## src/rtl/pixel_coord_gen.sv

```systemverilog
// pixel_coord_gen
// Turns raw vsync/hsync/pix_valid from the camera into registered pixel
// coordinates (gr_x, gr_y) with a per-pixel enable, plus frame-start,
// frame-count and line-length-error status. Every output is a flop.
module pixel_coord_gen #(
  parameter int   H_ACTIVE  = 720,
  parameter int   V_ACTIVE  = 576,
  parameter logic VSYNC_POL = 1'b0,
  parameter logic HSYNC_POL = 1'b0
) (
  input  logic        clk,
  input  logic        reset,
  input  logic        vsync,
  input  logic        hsync,
  input  logic        pix_valid,
  output logic [10:0] gr_x,
  output logic [9:0]  gr_y,
  output logic        enable,
  output logic        frame_start,
  output logic [15:0] frame_cnt,
  output logic        line_err
);

  localparam logic [10:0] X_LIM = 11'(H_ACTIVE);
  localparam logic [10:0] X_MAX = 11'h7FF;
  localparam logic [9:0]  Y_LIM = 10'(V_ACTIVE);

  typedef enum logic {IDLE, ACTIVE} state_t;

  state_t      state_reg;
  logic        vsync_reg;
  logic        hsync_reg;
  logic        pix_valid_reg;
  logic [10:0] x_cnt_reg;
  logic [9:0]  y_cnt_reg;
  logic        line_open_reg;

  logic        vs_edge;
  logic        hs_edge;
  logic        pv_fall;
  logic        line_close;
  logic [9:0]  y_inc;
  logic [10:0] x_eff;
  logic [9:0]  y_eff;
  logic [10:0] x_inc;
  logic        in_frame;

  // Sync edges, line-close detection and the coordinates a pixel on this
  // cycle would take. When a line closes on the same cycle as a pixel
  // (hsync edge with pix_valid high), the pixel belongs to the new line,
  // so the effective coordinates already reflect the close.
  always_comb begin
    vs_edge    = (vsync == VSYNC_POL) && (vsync_reg != VSYNC_POL);
    hs_edge    = (hsync == HSYNC_POL) && (hsync_reg != HSYNC_POL);
    pv_fall    = pix_valid_reg && !pix_valid;
    line_close = (state_reg == ACTIVE) && line_open_reg && (pv_fall || hs_edge);
    y_inc      = (y_cnt_reg >= Y_LIM) ? Y_LIM : (y_cnt_reg + 10'd1);
    x_eff      = line_close ? 11'd0 : x_cnt_reg;
    y_eff      = line_close ? y_inc : y_cnt_reg;
    x_inc      = (x_eff == X_MAX) ? X_MAX : (x_eff + 11'd1);
    in_frame   = (x_eff < X_LIM) && (y_eff < Y_LIM);
  end

  // Frame/line state machine with registered coordinate and status outputs.
  always_ff @(posedge clk or posedge reset) begin
    if (reset) begin
      state_reg     <= IDLE;
      vsync_reg     <= ~VSYNC_POL;
      hsync_reg     <= ~HSYNC_POL;
      pix_valid_reg <= 1'b0;
      x_cnt_reg     <= '0;
      y_cnt_reg     <= '0;
      line_open_reg <= 1'b0;
      gr_x          <= '0;
      gr_y          <= '0;
      enable        <= 1'b0;
      frame_start   <= 1'b0;
      frame_cnt     <= '0;
      line_err      <= 1'b0;
    end else begin
      vsync_reg     <= vsync;
      hsync_reg     <= hsync;
      pix_valid_reg <= pix_valid;
      enable        <= 1'b0;
      frame_start   <= 1'b0;
      line_err      <= 1'b0;

      if (vs_edge) begin
        // New frame: an open line is abandoned silently and any pixel on
        // this cycle is discarded.
        state_reg     <= ACTIVE;
        frame_start   <= 1'b1;
        frame_cnt     <= frame_cnt + 16'd1;
        x_cnt_reg     <= '0;
        y_cnt_reg     <= '0;
        line_open_reg <= 1'b0;
      end else if (state_reg == ACTIVE) begin
        line_err  <= line_close && (x_cnt_reg != X_LIM);
        y_cnt_reg <= y_eff;
        if (pix_valid) begin
          line_open_reg <= 1'b1;
          x_cnt_reg     <= x_inc;
          if (in_frame) begin
            enable <= 1'b1;
            gr_x   <= x_eff;
            gr_y   <= y_eff;
          end
        end else begin
          x_cnt_reg <= x_eff;
          if (line_close) begin
            line_open_reg <= 1'b0;
          end
        end
      end
    end
  end

endmodule

```

## config.mk

```make
export PLATFORM = sky130hd
export DESIGN_NAME = pixel_coord_gen
export DESIGN_NICKNAME = d
export VERILOG_FILES = /design/src/rtl/pixel_coord_gen.sv
export SDC_FILE = /design/constraint.sdc
export NUM_CORES = 1
export LEC_CHECK = 0
export ABC_AREA = 0
export BUFFER_PORTS_ARGS = -buffer_cell sky130_fd_sc_hd__buf_2
export CAP_MARGIN = 20
export CELL_PAD_IN_SITES_DETAIL_PLACEMENT = 0
export CELL_PAD_IN_SITES_GLOBAL_PLACEMENT = 1
export CORE_MARGIN = 2
export CORE_UTILIZATION = 30
export DETAILED_ROUTE_END_ITERATION = 8
export PLACE_DENSITY_LB_ADDON = 0.1
export SETUP_SLACK_MARGIN = 0.05
export SYNTH_ARGS = -nofsm -noshare
export SYNTH_HDL_FRONTEND = slang
export SYNTH_SLANG_ARGS = --single-unit
```

## constraint.sdc

```tcl
create_clock -name clk -period 6.62 [get_ports clk]
set_input_delay 0 -clock clk [delete_from_list [all_inputs] [get_ports clk]]
set_output_delay 0 -clock clk [all_outputs]
set_load 0.01 [all_outputs]
```

==> flow_metrics.env <==
export IMPL_post_route_period_util_pct=45.4
export IMPL_arrival_ns=3.25
export IMPL_cts_setup_buffers=0
export IMPL_synth_edf_count=0
export IMPL_cp_slowest_cell="dfrtp_1"
export IMPL_firstDrtPassIters=4
export IMPL_numPortBuffers=44
export IMPL_drtIter0Drc=81
export IMPL_hp_class="input port to flop"
export IMPL_p_int_mw=0.688
export IMPL_power_frac_comb_pct=14.9
export IMPL_r2r_start="state_reg"
export IMPL_hold_depth=2
export IMPL_clockBufferDepth=2
export IMPL_die_h_um=109
export IMPL_cp_common_cell="buf_4"
export IMPL_path_cells="o211ai_2 > buf_4 > o32ai_1 > a211oi_1 > a211oi_4 > buf_4 > mux2_4"
export IMPL_vias=2543
export IMPL_final_common_cell="dfrtp_1"
export IMPL_synth_main_ff_cell="dfrtp_1"
export IMPL_synth_cells=328
export IMPL_p_leak_nw=1.81
export IMPL_largest_register_ffs=16
export IMPL_cp_start_kind="flop"
export IMPL_final_antenna_net_count=0
export IMPL_worstRegToRegCells=7
export IMPL_routedWlPerCell_um=15.4
export IMPL_grt_pass1_vias=2592
export IMPL_place_area_um2=3620
export IMPL_rsz0062_at_grt="false"
export IMPL_min_period_ns=3.00
export IMPL_final_area_um2=3860
export IMPL_synth_distinct_cells=57
export IMPL_grt_max_degree=67
export IMPL_multiInputGateArea_um2=1500
export IMPL_core_area_um2=10800
export IMPL_synth_top_area_share_pct=48.7
export IMPL_dpl_hpwl_um=5300
export IMPL_slowest_delay_ns=0.69
export IMPL_seqPwrFrac_pct=48.9
export IMPL_drc=0
export IMPL_yosysTopAreaCell="dfrtp_1"
export IMPL_ctsHoldBuffers=4
export IMPL_async_reset_ff_share_pct=100
export IMPL_final_seq_area_um2=1650
export IMPL_dieArea_um2=11800
export IMPL_slew_headroom_pct=41.7
export IMPL_area_delta_synth_final_pct=17.3
export IMPL_path_max_fanout=26
export IMPL_ys_seq_area_share_pct=50.3
export IMPL_drt_total_wl_um=7910
export IMPL_swShare_pct=29.3
export IMPL_hold_path_endpoint="vsync_reg"
export IMPL_fmax_mhz=333
export IMPL_cts_root_buffer="clkbuf_8"
export IMPL_end_kind="flop"
export IMPL_grt_pass1_wl_um=13300
export IMPL_rr_endpoint="gr_y[5]"
export IMPL_max_vdd_ir_drop_mv=0.113
export IMPL_viasPerCell=4.94
export IMPL_skew_ns=0.0120
export IMPL_outcome="complete, no violations"
export IMPL_ys_seq_elements=66
export IMPL_syn_area_um2=3290
export IMPL_cts_buffers=9
export IMPL_die_w_um=109
export IMPL_layout_common_cells="dfrtp_1 (64), buf_2 (44), nand2_1 (39), nor2_1 (21), o21ai_1 (16)"
export IMPL_whs_ns=0.295
export IMPL_drv_slew=0
export IMPL_cts_sinks=66
export IMPL_antenna_found_initial=0
export IMPL_cts_tree="built"
export IMPL_setup_tns_ns=0
export IMPL_hold_start="vsync"
export IMPL_path_class="flop to flop"
export IMPL_worstPathRequired_ns=6.86
export IMPL_finalPower_mw=0.973
export IMPL_drive_gt1_share_pct=23.7
export IMPL_ys_warnings_count=0
export IMPL_row_count=38
export IMPL_path_clk_slew_ns=0.07
export IMPL_final_hold_viol_count=0
export IMPL_track_usage_pct=15.0
export IMPL_top_level_ports=45
export IMPL_maxCapViolations=0
export IMPL_clk_latency_ns=0.36
export IMPL_clkPwrFrac_pct=36.2
export IMPL_powerDensity_nw_per_um2=252
export IMPL_syn_nets=337
export IMPL_cts_resized=0
export IMPL_grt_remaining_overflow=0
export IMPL_final_nets=379
export IMPL_globalplace_congestion=0.786
export IMPL_avgSynthCellArea_um2=10.0
export IMPL_antenna_cells=0
export IMPL_timing_critical_path_from="state_reg"
export IMPL_initial_utilization_pct=30.5
export IMPL_tightest_slew_ns=0.875
export IMPL_p_sw_mw=0.285
export IMPL_cts_htree_levels=3
export IMPL_synth_area_top_cells="dfrtp_1 (49%), mux2_4 (5.0%), nand2_1 (4.4%)"
export IMPL_r2r_slack_ns=3.62
export IMPL_fillers=1087
export IMPL_setup_viol=0
[how the worst max path moves through the flow]
stage	cells past startpoint	to	slack, ns
3_3_place_gp	7	gr_y[1]	3.69
2_1_floorplan	11	x_cnt_reg[3]	4.23
5_1_grt	10	x_cnt_reg[3]	3.38
6_report	7	gr_y[5]	3.62
4_1_cts	7	gr_y[5]	3.60
3_5_place_dp	7	gr_y[5]	3.60
[layout make-up]
cell class              instances  share of cell area (%)
repair buffers                 51                    7.33
well taps                     140                    4.54
clock buffers                  10                    3.57
clock inverters                 6                    1.72
inverters                      13                    1.26
multi-input cells             229                    38.7
flip-flops and latches         66                    42.9
[logic make-up (layout without fill, tap and decap cells)]
logic type	after synthesis	count (layout)	share of synthesized area [%]
flops	66	66	50.3
compound gates	68	68	13.4
xor+xnor	16	16	4.26
fa+ha+maj	4	4	1.52
mux	15	15	6.24
buf+inv	33	80	4.52
simple gates	126	126	19.8
[critical path: cells and delay by family, from the launching register on]
kind                   cells  cell delay, ns
DFF                        1            0.69
muxes                      1            0.31
AOI/OAI and AO/OA          4            1.28
buffers and inverters      2            0.59
[power by group through the flow]
| stage | registers (mW) | clock network [mW] | logic [mW] |
|---|---|---|---|
| 2_1_floorplan | 0.490 | 0 | 0.0849 |
| 3_3_place_gp | 0.485 | 0 | 0.146 |
| 3_5_place_dp | 0.484 | 0 | 0.147 |
| 4_1_cts | 0.476 | 0.371 | 0.149 |
| 5_1_grt | 0.482 | 0.389 | 0.168 |
| 6_report | 0.476 | 0.353 | 0.145 |
[cell usage after synthesis, types with 2 or more instances]
cell,count
dfrtp_1,64
nand2_1,39
nor2_1,21
o21ai_1,16
nand3_1,14
a21oi_1,13
clkbuf_1,12
inv_1,12
nand4_1,12
o21ai_0,12
and2_1,11
mux2_4,11
xnor2_1,11
buf_2,5
nor2b_1,5
nor3_1,5
xor2_1,5
and3_1,4
ha_1,4
mux2i_1,4
a31oi_1,3
o31ai_1,3
a211oi_1,2
a41oi_1,2
buf_6,2
dfstp_2,2
o32a_1,2
o41ai_1,2
or3_1,2
[per-layer routing]
layer / vias up / GRT usage [%] / share of wire (%)
li1: 1248 / - / -
met1: 1255 / 19.0 / 48
met2: 32 / 23.4 / 48
met3: 8 / 5.86 / 3.5
met4: 0 / 4.67 / 1.0
met5: - / 0 / 0
[per-stage QoR]
| stage | util, % | setup slack, ns | cells |
|---|---|---|---|
| detailed placement | 33.5 | 3.60 | 495 |
| finish | 35.8 | 3.62 | 515 |
| CTS | 35.8 | 3.60 | 515 |
| global placement | 33.5 | 3.69 | 495 |
| global route | 35.8 | 3.38 | 515 |
| floorplan | - | 4.23 | 328 |
No activity file was read; power rests on OpenSTA's default activity.
